File: config.mk
export PLATFORM = sky130hd
export DESIGN_NAME = rr_mux_arbiter
export DESIGN_NICKNAME = d
export VERILOG_FILES = /design/src/rtl/rr_mux_pkg.sv /design/src/rtl/rr_pick.sv /design/src/rtl/rr_mux_arbiter.sv
export SDC_FILE = /design/constraint.sdc
export NUM_CORES = 1
export LEC_CHECK = 0
export CAP_MARGIN = 30
export CORE_UTILIZATION = 40
export CTS_CLUSTER_SIZE = 10
export DETAILED_ROUTE_END_ITERATION = 6
export PLACE_DENSITY = 0.83
export SYNTH_ARGS = -nofsm -noshare
export SYNTH_HDL_FRONTEND = slang
export SYNTH_SLANG_ARGS = --single-unit
File: constraint.sdc
create_clock -name clk -period 3.8 [get_ports clk]
set_input_delay 1.14 -clock clk [delete_from_list [all_inputs] [get_ports clk]]
set_output_delay 1.14 -clock clk [all_outputs]
set_load 0.1 [all_outputs]
File: src/rtl/rr_mux_pkg.sv
// rr_mux_pkg: shared types and width helpers for the round-robin mux arbiter
package rr_mux_pkg;
  typedef enum logic {IDLE, BUSY} state_t;
  function automatic int sel_w(input int n);
    return (n > 1) ? $clog2(n) : 1;
  endfunction
  function automatic int cnt_w(input int m);
    return $clog2(m) + 1;
  endfunction
endpackage

File: src/rtl/rr_pick.sv
// rr_pick: rotate-priority picker, first set request at or above ptr with wrap
module rr_pick import rr_mux_pkg::*; #(
  parameter int N = 4
) (
  input  logic [N-1:0]         req,
  input  logic [sel_w(N)-1:0]  ptr,
  output logic [sel_w(N)-1:0]  pick,
  output logic                 any_req
);
  localparam int SW = sel_w(N);
  assign any_req = |req;
  // scan farthest offset first so the nearest requester to ptr wins last
  always_comb begin
    pick = '0;
    for (int i = N - 1; i >= 0; i--)
      if (req[ptr + SW'(i)]) pick = ptr + SW'(i);
  end
endmodule

File: src/rtl/rr_mux_arbiter.sv
// rr_mux_arbiter: round-robin burst arbiter driving a shared N-to-1 mux
module rr_mux_arbiter import rr_mux_pkg::*; #(
  parameter int N         = 4,
  parameter int W         = 8,
  parameter int MAX_BEATS = 16
) (
  input  logic                clk,
  input  logic                rst_n,
  input  logic [N-1:0]        req_valid,
  input  logic [N-1:0]        req_last,
  input  logic [N*W-1:0]      req_data,
  output logic [N-1:0]        req_ready,
  output logic                out_valid,
  output logic                out_last,
  output logic [W-1:0]        out_data,
  input  logic                out_ready,
  output logic [sel_w(N)-1:0] grant_idx,
  output logic                grant_active
);
  localparam int SW = sel_w(N);
  localparam int CW = cnt_w(MAX_BEATS);
  state_t        state;
  logic [SW-1:0] ptr;
  logic [SW-1:0] pick;
  logic          any_req;
  logic [CW-1:0] cnt;
  logic          busy;
  logic          at_cap;
  rr_pick #(.N(N)) u_pick (
    .req     (req_valid),
    .ptr     (ptr),
    .pick    (pick),
    .any_req (any_req)
  );
  assign busy         = state == BUSY;
  assign grant_active = busy;
  assign at_cap       = cnt == CW'(MAX_BEATS - 1);
  // the data path is a pure mux on the registered owner; nothing is stored
  always_comb begin
    out_valid = busy && req_valid[grant_idx];
    out_last  = busy && (req_last[grant_idx] || at_cap);
    out_data  = busy ? req_data[grant_idx*W +: W] : '0;
    req_ready = (busy && out_ready) ? N'(1) << grant_idx : '0;
  end
  // grant on the IDLE->BUSY edge, release and rotate on the final accepted beat
  always_ff @(posedge clk or negedge rst_n) begin
    if (!rst_n) begin
      state     <= IDLE;
      grant_idx <= '0;
      ptr       <= '0;
      cnt       <= '0;
    end else if (!busy) begin
      if (any_req) begin
        state     <= BUSY;
        grant_idx <= pick;
        cnt       <= '0;
      end
    end else if (out_valid && out_ready) begin
      if (out_last) begin
        state <= IDLE;
        ptr   <= grant_idx + 1'b1;
        cnt   <= '0;
      end else begin
        cnt <= cnt + 1'b1;
      end
    end
  end
endmodule

==> reports/metrics.cfg <==
[timing]
finalSetupViolCount=0
tightest_slew_ps=797
worst_hold_slack_ps=532
finalHoldViolCount=0
fin_crit_sh=0.929
finClkSkew_ps=6.68
setup_ws_ps=271
maxSlewHeadroom=0.469
finalMaxSlewViolations=0
period_minus_slack_ps=3530
fmax_ghz=0.283
rsz0062_at_grt=no
final.setup.tns_ps=0

[global_route]
grt_overflow=0
grt.met2_usage=0.400
grtUsageMet3=0.0638
grt_use_met1=0.239
antenna_found_initial=0
grt_util_all_layers=0.220
grt_pass1_wl_um=4380
grt_max_degree=22
grt_pass1_vias=976
grt-busiest-layer=met2

[synth]
yosysSeqAreaShare=0.248
synth.avg_cell_area_um2=10.4
synth_common_cells=10 x dfrtp_1, 9 x and2_1, 8 x mux4_2
synth_edf_count=0
synth_top_area_frac=0.248
async_flop_share=1.00
netlist_area_um2=1010
ys_seq_elements=10
synth_ff_type=dfrtp_1
synthTopCellsByArea=dfrtp_1 25%, mux4_2 18%, ha_1 7.5%
yosysWarnings=0
synth.most_common_cell=dfrtp_1
synth.largest_area_cell=dfrtp_1
synth_cell_type_count=34
synth_cells=97
synth_fp_nets=146

[place]
dp_hpwl_um=2160
place_congestion=0.797
numPortBuffers=59
dp.cells=179
dp_worst_setup_slack_ps=269

[clock_tree]
clockBufferDepth=2
cts.sinks=10
ctsHoldBuffers=0
cts_max_level=1
cts_root_buffer=clkbuf_4
cts_tree=yes
cts_setup_buffers=0
clkLatencyLatePin_ps=270
clk_pin_slew_ps=60
cts_resized=0
cts_inserted_buffers=3

[floorplan]
initial_core_util=0.438
fp-row-count=17
dieWidth_um=52.2
die_area_um2=2720
num_io_pins=60
coreArea_um2=2300
die_h_um=52.2

[worst_setup_path]
worstReg2RegEnd=ptr[1]
arrival_ps=2390
r2r-start=grant_idx[1]
cp.required_ps=2660
reg2reg_depth=4
worstSetupStartpointType=input pin
path_class=input pin to primary output
worstPathMaxFanout=1
crit_path_end_kind=primary output
regToRegSetupSlack_ps=1810

[flow_run]
maxCapViolCount=0

[routing]
drtPass1Iterations=4
drcViolationCount=0
postRouteAntennaNets=0
drt_iter0_drc=15
detail_route.vias_per_cell=5.32
vias=974
drt-wirelength-per-cell_um=14.7
drt_wl_total_um=2690

[hold_path]
whs_endpoint=cnt[0]
hold_path_class=flop to flop
min-delay-start=cnt[0]
holdPathStages=1

[layout]
drive_gt1_frac=0.252
fin_nets=205
synthToLayoutAreaGrowth_pct=77.3
n_antenna_cell=0
instances_no_fill=183
fill_cells=148

[outcome]
outcome=finished clean

worst max-delay path, cell delays in order:
cell,delay [ps]
clkdlybuf4s50_1,410
mux4_2,470
and2_1,200
buf_12,170
cell type report:
cell class / instances / area (um^2) / share of cell area
repair buffers: 60 / 731 / 0.409
clock buffers: 4 / 36.3 / 0.0203
inverters: 7 / 26.3 / 0.0147
well taps: 28 / 35.0 / 0.0196
multi-input cells: 74 / 707 / 0.396
flip-flops and latches: 10 / 250 / 0.140
logic make-up after synthesis:
family,Yosys count,synth area share
simple gates,36,0.209
compound gates,16,0.135
mux,15,0.263
buf+inv,13,0.0609
flops,10,0.248
fa+ha+maj,6,0.0745
xor+xnor,1,0.00870
how the worst max path moves through the flow:
stage | startpoint | end | slack [ps] | cells past startpoint
5_1_grt | req_valid[1] | out_valid | 210 | 5
3_5_place_dp | req_valid[1] | out_valid | 270 | 5
6_report | req_data[26] | out_data[2] | 270 | 4
3_3_place_gp | req_valid[1] | out_valid | 290 | 5
4_1_cts | req_valid[1] | out_valid | 270 | 5
2_1_floorplan | grant_idx[0] | out_data[1] | 150 | 4
stage by stage:
stage | util | instance area [um^2]
final | 0.777 | 1790
after global routing | 0.777 | 1790
after CTS | 0.777 | 1790
after detailed placement | 0.761 | 1750
after global placement | 0.761 | 1750
after floorplan | - | 1020
state kept, by name (all words and copies together), names as in the netlist:
name / cells
grant_active: 1
grant_idx: 2
ptr: 2
cnt: 5
layout by cell type (no fill, tap or decap), drive strengths merged:
cell,count
dfrtp,10
and3,6
nand2,4
o41ai,2
a22oi,2
or2,1
o31ai,1
nand3,3
mux4,8
nand2b,2
nand3b,1
and2,9
nor2b,2
clkdlybuf4s50,42
a21bo,1
o22ai,2
o21ai,3
ha,6
inv,7
mux2i,4
o2bb2ai,2
xnor2,1
mux2,3
buf,18
a21oi,3
clkbuf,4
and3b,1
nor3,1
nor3b,1
nor2,5
per-layer routing:
metal  routed length (um)  up-vias
li1                     -      471
met3                  307        5
met5                    0        -
met4                   40        0
met1                 1100      445
met2                 1240       53
Power is left out: the tool's default activity adds up to more than one toggle a clock period on the data nets, which glitch-free logic cannot reach.
